[config.mk]
export PLATFORM = sky130hd
export DESIGN_NAME = ascon_ctrl_regs
export DESIGN_NICKNAME = d
export VERILOG_FILES = /design/src/rtl/ascon_ctrl_regs.sv
export SDC_FILE = /design/constraint.sdc
export NUM_CORES = 1
export LEC_CHECK = 0
export ABC_CLOCK_PERIOD_IN_PS = 11050
export CAP_MARGIN = 30
export CORE_AREA = 2 2 293 295
export CTS_CLUSTER_SIZE = 25
export DETAILED_ROUTE_END_ITERATION = 8
export DIE_AREA = 0 0 295 297
export HOLD_SLACK_MARGIN = 0.03
export PLACE_DENSITY = 0.54
export SLEW_MARGIN = 20
export SYNTH_ARGS = -nofsm -noshare
export SYNTH_HDL_FRONTEND = slang
export SYNTH_SLANG_ARGS = --single-unit
export TNS_END_PERCENT = 50
[constraint.sdc]
create_clock -name clk_i -period 11.05 [get_ports clk_i]
set_clock_uncertainty 0.15 [all_clocks]
set_input_delay 2.21 -clock clk_i [delete_from_list [all_inputs] [get_ports clk_i]]
set_output_delay 2.21 -clock clk_i [all_outputs]
set_load 0.03 [all_outputs]
[src/rtl/ascon_ctrl_regs.sv]
// ---------------------------------------------------------------------------
// ascon_ctrl_regs
//
// Register front-end for the ASCON permutation core. Bridges a simple
// register bus to the core's start/finished handshake, exposes the whole
// permutation state as bus words and adds a run/done state machine, an
// interrupt, a busy-write guard that reports a bus error, and a saturating
// run-cycle counter.
//
// Parameters
//   LANES      number of 64-bit state lanes
//   BUS_W      bus data width (32 or 64); each lane is 64/BUS_W words
//   reg_req_t  bus request type  {valid, write, addr, wdata, wstrb}
//   reg_rsp_t  bus response type {ready, rdata, error}
//
// Ports
//   clk_i           clock, rising edge
//   rst_n_i         asynchronous active-low reset
//   reg_req_i       bus request
//   reg_rsp_o       bus response (combinational in the request cycle)
//   start_o         one-cycle start pulse to the core (first cycle of RUN)
//   finished_i      core completion pulse (honoured only in RUN)
//   update_state_i  load state_i into the lanes (honoured only in RUN)
//   state_i         core output state, lane i at [i*64 +: 64]
//   state_o         lane registers driven to the core
//   irq_o           level interrupt = DONE & IRQ_EN
//
// Byte address map
//   0x00 CTRL    bit0 START (w1 pulse), bit1 IRQ_EN (rw), bit2 DONE_CLR (w1 pulse)
//   0x04 STATUS  bit0 BUSY, bit1 DONE, bit2 ERR
//   0x08 CYCLES  RUN cycles of the last/current run, saturating
//   0x10 + (i*WPL + j)*(BUS_W/8)  lane i, word j (j=0 least significant)
// ---------------------------------------------------------------------------
package reg_pkg;
    typedef struct packed {
        logic        valid;
        logic        write;
        logic [31:0] addr;
        logic [31:0] wdata;
        logic [3:0]  wstrb;
    } reg_req_t;

    typedef struct packed {
        logic        ready;
        logic [31:0] rdata;
        logic        error;
    } reg_rsp_t;
endpackage

module ascon_ctrl_regs #(
    parameter int  LANES     = 5,
    parameter int  BUS_W     = 32,
    parameter type reg_req_t = reg_pkg::reg_req_t,
    parameter type reg_rsp_t = reg_pkg::reg_rsp_t
) (
    input  logic                  clk_i,
    input  logic                  rst_n_i,
    input  reg_req_t              reg_req_i,
    output reg_rsp_t              reg_rsp_o,
    output logic                  start_o,
    input  logic                  finished_i,
    input  logic                  update_state_i,
    input  logic [LANES*64-1:0]   state_i,
    output logic [LANES*64-1:0]   state_o,
    output logic                  irq_o
);

    localparam int WPL    = 64 / BUS_W;
    localparam int BPW    = BUS_W / 8;
    localparam int ALIGN  = $clog2(BPW);
    localparam int NWORDS = LANES * WPL;

    typedef enum logic [1:0] {
        ST_IDLE,
        ST_RUN,
        ST_DONE
    } state_t;

    state_t             state_reg, state_next;
    logic               start_reg, start_next;
    logic               done_reg, done_next;
    logic               err_reg, err_next;
    logic               irq_en_reg;
    logic [BUS_W-1:0]   cycles_reg, cycles_next;
    logic [LANES*64-1:0] lanes_flat;

    // ------------------------------------------------------------------
    // Address decode
    // ------------------------------------------------------------------
    logic [31:0]      addr;
    logic [BUS_W-1:0] wdata;
    logic [BPW-1:0]   wstrb;
    logic [31:0]      off;
    logic [31:0]      word_idx;
    logic             ctrl_hit, status_hit, cycles_hit, lane_hit, unmapped;
    logic             wr;

    assign addr     = reg_req_i.addr;
    assign wdata    = reg_req_i.wdata;
    assign wstrb    = reg_req_i.wstrb;
    assign off      = addr - 32'h10;
    assign word_idx = off >> ALIGN;

    assign ctrl_hit   = (addr == 32'h00);
    assign status_hit = (addr == 32'h04);
    assign cycles_hit = (addr == 32'h08);
    assign lane_hit   = (addr >= 32'h10) && (off[ALIGN-1:0] == '0) &&
                        (word_idx < 32'(NWORDS));
    assign unmapped   = !(ctrl_hit || status_hit || cycles_hit || lane_hit);

    assign wr = reg_req_i.valid && reg_req_i.write;

    // All CTRL bits live in byte 0, so only wstrb[0] gates them.
    logic ctrl_wr, start_req, clr_req, busy_wr_err, lane_wr_ok, core_load;

    assign ctrl_wr   = wr && ctrl_hit;
    assign start_req = ctrl_wr && wstrb[0] && wdata[0];
    assign clr_req   = ctrl_wr && wstrb[0] && wdata[2];

    // While the core runs, the lanes and START are locked; such writes are
    // dropped and flagged. IRQ_EN / DONE_CLR in the same write still apply.
    assign busy_wr_err = wr && (state_reg == ST_RUN) && (lane_hit || start_req);
    assign lane_wr_ok  = wr && lane_hit && (state_reg != ST_RUN);
    assign core_load   = (state_reg == ST_RUN) && (finished_i || update_state_i);

    // ------------------------------------------------------------------
    // Lane registers with per-byte write enables
    // ------------------------------------------------------------------
    for (genvar gi = 0; gi < LANES; gi++) begin : g_lane
        logic [63:0] lane_reg;
        logic [7:0]  byte_we;

        for (genvar gj = 0; gj < 8; gj++) begin : g_byte
            assign byte_we[gj] = lane_wr_ok &&
                                 (word_idx == 32'(gi * WPL + gj / BPW)) &&
                                 wstrb[gj % BPW];
        end

        always_ff @(posedge clk_i or negedge rst_n_i) begin
            if (!rst_n_i) begin
                lane_reg <= '0;
            end else if (core_load) begin
                lane_reg <= state_i[gi*64 +: 64];
            end else begin
                for (int b = 0; b < 8; b++) begin
                    if (byte_we[b]) begin
                        lane_reg[b*8 +: 8] <= wdata[(b % BPW)*8 +: 8];
                    end
                end
            end
        end

        assign lanes_flat[gi*64 +: 64] = lane_reg;
    end

    assign state_o = lanes_flat;

    // ------------------------------------------------------------------
    // Run/done FSM
    // ------------------------------------------------------------------
    always_ff @(posedge clk_i or negedge rst_n_i) begin
        if (!rst_n_i) begin
            state_reg <= ST_IDLE;
        end else begin
            state_reg <= state_next;
        end
    end

    always_comb begin
        state_next  = state_reg;
        start_next  = 1'b0;
        done_next   = done_reg;
        err_next    = err_reg;
        cycles_next = cycles_reg;

        if (clr_req) begin
            done_next = 1'b0;
            err_next  = 1'b0;
        end

        case (state_reg)
            ST_IDLE, ST_DONE: begin
                // START beats a DONE_CLR carried in the same write.
                if (start_req) begin
                    state_next  = ST_RUN;
                    start_next  = 1'b1;
                    done_next   = 1'b0;
                    cycles_next = '0;
                end else if (state_reg == ST_DONE && clr_req) begin
                    state_next = ST_IDLE;
                end
            end
            ST_RUN: begin
                if (cycles_reg != '1) begin
                    cycles_next = cycles_reg + BUS_W'(1);
                end
                // Evaluated after DONE_CLR so a coincident completion wins.
                if (finished_i) begin
                    state_next = ST_DONE;
                    done_next  = 1'b1;
                end
            end
            default: begin
                state_next = ST_IDLE;
            end
        endcase

        if (busy_wr_err) begin
            err_next = 1'b1;
        end
    end

    always_ff @(posedge clk_i or negedge rst_n_i) begin
        if (!rst_n_i) begin
            start_reg  <= 1'b0;
            done_reg   <= 1'b0;
            err_reg    <= 1'b0;
            cycles_reg <= '0;
            irq_en_reg <= 1'b0;
        end else begin
            start_reg  <= start_next;
            done_reg   <= done_next;
            err_reg    <= err_next;
            cycles_reg <= cycles_next;
            if (ctrl_wr && wstrb[0]) begin
                irq_en_reg <= wdata[1];
            end
        end
    end

    assign start_o = start_reg;
    assign irq_o   = done_reg && irq_en_reg;

    // ------------------------------------------------------------------
    // Read mux and bus response
    // ------------------------------------------------------------------
    logic [BUS_W-1:0] rdata_mux;

    always_comb begin
        rdata_mux = '0;
        if (ctrl_hit) begin
            rdata_mux[1] = irq_en_reg;
        end else if (status_hit) begin
            rdata_mux[2:0] = {err_reg, done_reg, state_reg == ST_RUN};
        end else if (cycles_hit) begin
            rdata_mux = cycles_reg;
        end else if (lane_hit) begin
            for (int i = 0; i < LANES; i++) begin
                for (int j = 0; j < WPL; j++) begin
                    if (word_idx == 32'(i * WPL + j)) begin
                        rdata_mux = lanes_flat[(i*64 + j*BUS_W) +: BUS_W];
                    end
                end
            end
        end
    end

    always_comb begin
        reg_rsp_o       = '0;
        reg_rsp_o.ready = reg_req_i.valid;
        if (reg_req_i.valid) begin
            reg_rsp_o.error = unmapped || busy_wr_err;
            reg_rsp_o.rdata = unmapped ? '0 : rdata_mux;
        end
    end

endmodule
# Word-level counts from Yosys, hierarchy flattened

Cells that the tools add are included.

Magnitude comparators: 2
Reduce and logical (&&, ||, !) cells: 120
Add/sub/neg operators: 2
Muxes and demuxes: 79
Equal/unequal tests: 19

Operator list:

| cell                  | count |
|---|---|
| $mux 32               | 15 |
| $mux 64               | 5 |
| $mux 8                | 40 |
| $eq 30x3->1 const B   | 4 |
| $reduce_bool 2->1     | 42 |
| $logic_and 1x1->1     | 64 |
| $logic_not 32->1      | 2 |
| $pmux 32 s2           | 1 |
| $eq 30x2->1 const B   | 2 |
| $eq 30x4->1 const B   | 2 |
| $mux 33               | 1 |
| $add 32x1->32 const B | 1 |
| $eq 32x3->1 const B   | 1 |
| $eq 32x4->1 const B   | 1 |
| $ge 32x5->1 const B   | 1 |
| $ne 32x32->1 const B  | 1 |
| $sub 32x5->32 const B | 1 |
| $eq 30x1->1 const B   | 1 |
| $lt 30x4->1 const B   | 1 |
| $mux 30               | 1 |
| $mux 29               | 1 |
| $mux 1                | 9 |
| $logic_or 1x1->1      | 6 |
| $mux 2                | 3 |
| other kinds (13)      | 16 |

Word-level logic and storage cells: 268
Bits in registers: 358
Input port bits: 394
Output and inout bits: 356

# Longest topological paths before layout

Depth in word-level cells: 18
Depth in mapped cells: 11
Gate-level depth less buffers: 8

# Least setup slack after synthesis

Ideal clock, no wire load.

Path type: in2out
Start point: input port reg_req_i[44] (netlist bit)
End point: output port reg_rsp_o[1] (netlist bit)
Data arrival time: 5.119 ns
Data required time: 8.690 ns
Path buffers: 1
Stages: 8
Slack: 3.571 ns
Cells stage by stage: nor4_4 -> nand3_1 -> o31a_1 -> nor4b_4 -> and3_4 -> buf_12 -> o21ai_1 -> a2111oi_1

RTL lines:

| what               | line | text |
|---|---|---|
| start: declaration | 58   | `input reg_req_t reg_req_i,` |
| end: declaration   | 59   | `output reg_rsp_t reg_rsp_o,` |

==> results by group <==
Global route
  – Pin count of the biggest net entering global routing: between 200 and 250
  – Vias in the first global route: approximately 21k
  – First-pass GRT wire length: ~170000 µm
  – Remaining global-route overflow: 0
  – Initial antenna violation count: 13
  – GR Util All Layers: 0.280

CTS
  – CTS Hold Bufs: 0
  – CTS root buffer: clkbuf_16
  – Worst-skew pair later-pin latency: between 0.5 and 0.6 ns
  – CTS tree: yes
  – Clk slew on worst S/H paths: ~0.050 ns
  – Clock sinks: approximately 360
  – CTS Buffer Depth: 3
  – # H-tree levels: 2
  – Setup bufs post-CTS: 0
  – Cts bufs inserted: 47
  – Resized cells post-CTS: 0

STA
  – Final setup fails: 0
  – Setup TNS: 0 ns
  – Relative slew slack: 0.242
  – F_max: about 110 MHz
  – Tightest Pin Transition: 1.14 ns
  – Final Hold Fails: 0
  – Minimum clock period: between 9 and 10 ns
  – Tcrit/Tclk final: 0.854
  – RSZ-0062 raised after global routing: no
  – Max-slew violation count: 0

Logic synthesis
  – Post-synthesis average cell area: 9.24 µm²
  – Syn nets: approximately 2.6k
  – Fraction of registers with async set/reset: 1.00
  – Post-synthesis sequential area ratio: 0.434
  – Main synth FF type: dfrtp_1
  – Cells after synthesis: 2233
  – Yosys reg bits: ~360
  – Post-synth EDFFs: 0
  – Synth warnings: 0
  – Synthesized cell area: around 21000 µm²
  – Post-synth cell types: 73

Job
  – # Max-Cap Violations: 0

Power
  – Combinational power share: 0.277
  – Clk pwr share: 0.349
  – Peak VDD IR: slightly below 100 µV
  – Sw frac: 0.349
  – Flop pwr share: 0.373
  – Internal power: 2.97 mW
  – Switching pwr: 1.59 mW
  – Power density over cell area: 148 nW/µm²
  – P_leak: 13.5 nW

Routing
  – Vias per cell: between 5 and 6
  – # DRC: 0
  – Drt first pass iters: 6
  – Antenna Violating Nets Remaining: 0
  – Routed WL: 126000 µm
  – Total number of vias: around 21k
  – Iter 0 DRT Violations: roughly 1.8k
  – Routed WL per cell: 31.0 µm

Worst setup path
  – Worst setup path category: in -> out
  – Startpoint Class: input pin
  – Slowest stage delay, CP: ~0.82 ns
  – Crit path max fanout: 20
  – Req. time, crit path: 8.69 ns
  – CP bufs+invs: 3
  – Reg2Reg Depth: 7
  – Slowest-stage cell, CP: clkdlybuf4s50_1
  – CP Capture Type: primary output
  – Reg-to-reg startpoint: state_reg[1]
  – Critical path, cell by cell: clkdlybuf4s50_1 -> nor2_1 -> nand2_1 -> nor4_2 -> or2_1 -> nor3_4 -> buf_4 -> nand2_1 -> o22ai_1 -> nor4_1 -> clkdlybuf4s50_1
  – Arrival @ worst endpoint: 7.08 ns
  – Reg2reg setup slack: between 7 and 8 ns
  – Crit path max-delay family: simple AND/OR/NAND/NOR gates
  – Worst R2R End: g_lane[2].lane_reg[31]

Floorplan
  – Initial Util: 0.244
  – Die height: a little under 300 µm
  – Die ar.: between 80000 and 90000 µm²
  – Row count: between 100 and 150
  – Die width: 295 µm
  – Core Region: roughly 84000 µm²
  – I/O pin cnt: 750

Cells and area
  – # nets final: around 3.3k
  – Post-Layout Cell Count: just over 4k
  – Most common cell after layout, fill and taps aside: clkdlybuf4s50_1
  – Layout fillers: 8762
  – Most frequent cells in the layout: 746 x clkdlybuf4s50_1, 439 x nand2_1, 358 x dfrtp_1, 311 x mux2i_1, 259 x o21ai_0
  – Largest register FFs: 320
  – Area grow syn2layout: 49.8%
  – Share of cells above drive strength 1: 0.0732

Min path
  – Worst Hold Depth: 2
  – Hold Crit Class: reg -> reg
  – Min-Delay Endpoint: err_reg
  – HP Start: err_reg

Placement
  – Detailed placement HPWL: between 90000 and 100000 µm
  – # port buffers: ~750
  – Cells after DPL: between 3k and 4k
  – RePlAce Congestion: 0.930

Status
  – Outcome: finished, final reports clean
[stage by stage]
| stage | hold WS, ns | worst slack, ns | power (mW) | instance area, µm² | utilization |
|---|---|---|---|---|---|
| 2_1_floorplan | 0.295 | 3.57 | 2.20 | 20600 | - |
| 3_5_place_dp | 0.339 | 1.76 | 2.99 | 29300 | 0.346 |
| 3_3_place_gp | 0.327 | 1.81 | 2.99 | 29200 | 0.345 |
| 6_report | 0.356 | 1.61 | 4.56 | 30900 | 0.366 |
| 4_1_cts | 0.354 | 1.75 | 4.60 | 30800 | 0.365 |
| 5_1_grt | 0.385 | 1.35 | 4.72 | 30900 | 0.366 |
[kinds of logic (layout without fill, tap and decap cells)]
kind of cell	Yosys count	count (layout)	share of synthesized area
fa+ha+maj	1	1	0.000606
xor+xnor	28	28	0.0119
other cells	0	8	0
buf+inv	190	881	0.0388
simple gates	725	725	0.178
compound gates	606	606	0.172
flops	358	358	0.434
mux	325	325	0.164
[synthesized netlist by cell type (7+ instances only)]
library cell	number	share of area
o22ai_1	29	0.0088
a22o_1	12	0.0051
a22oi_1	41	0.015
nand4_4	25	0.026
nor3_1	23	0.0056
nor2_1	102	0.019
nand3_1	29	0.0070
buf_2	16	0.0039
mux4_2	10	0.011
nand4_2	15	0.0091
xnor2_1	15	0.0064
a222oi_1	9	0.0044
nand4_1	12	0.0036
o21ai_1	104	0.025
buf_1	8	0.0015
and4_1	8	0.0034
o21ai_0	260	0.063
nand2_1	439	0.080
dfrtp_1	358	0.43
mux2i_1	311	0.15
a31oi_1	7	0.0021
xor2_1	13	0.0055
a221o_1	8	0.0039
nor4_1	8	0.0024
o221ai_1	21	0.0089
inv_1	7	0.0013
clkbuf_1	150	0.027
and3_1	15	0.0045
a221oi_1	9	0.0038
nor2b_1	12	0.0036
a21oi_1	72	0.017
[cell type report]
type | instances | area, µm² | area share
multi-input cells | 1685 | 11000 | 0.356
flip-flops and latches | 358 | 8960 | 0.290
repair buffers | 790 | 7890 | 0.255
well taps | 1144 | 1430 | 0.0463
clock buffers | 67 | 1380 | 0.0448
clock inverters | 17 | 199 | 0.00644
inverters | 7 | 26.3 | 0.000850
diodes | 8 | 20.0 | 0.000648
[per-layer routing]
layer,vias to the layer above,part of all wire,track usage
met5,-,0.000095,0
met4,2,0.041,0.104
met3,177,0.066,0.0519
met2,971,0.49,0.484
met1,10604,0.40,0.343
li1,9407,-,-
[power by group through the flow]
stage	clock network, mW	registers, mW	logic, mW
after floorplan	0	1.94	0.259
after global placement	0	1.72	1.26
after detailed placement	0	1.72	1.27
after CTS	1.63	1.70	1.27
after global routing	1.67	1.72	1.32
final	1.59	1.70	1.26
[worst min-delay path: stages, from the launching register on]
cell and delay (ns):
dfrtp_1 0.36, nand2_1 0.06, nand2_1 0.05
[how the worst max path moves through the flow]
stage / from / to / slack (ns) / cells after the start
3_3_place_gp: reg_req_i[41] / reg_rsp_o[19] / 1.81 / 8
5_1_grt: reg_req_i[41] / reg_rsp_o[1] / 1.35 / 10
4_1_cts: reg_req_i[41] / reg_rsp_o[19] / 1.75 / 8
6_report: reg_req_i[41] / reg_rsp_o[3] / 1.61 / 11
2_1_floorplan: reg_req_i[44] / reg_rsp_o[1] / 3.57 / 8
3_5_place_dp: reg_req_i[41] / reg_rsp_o[19] / 1.76 / 8
No activity file was read; power rests on OpenSTA's default activity.
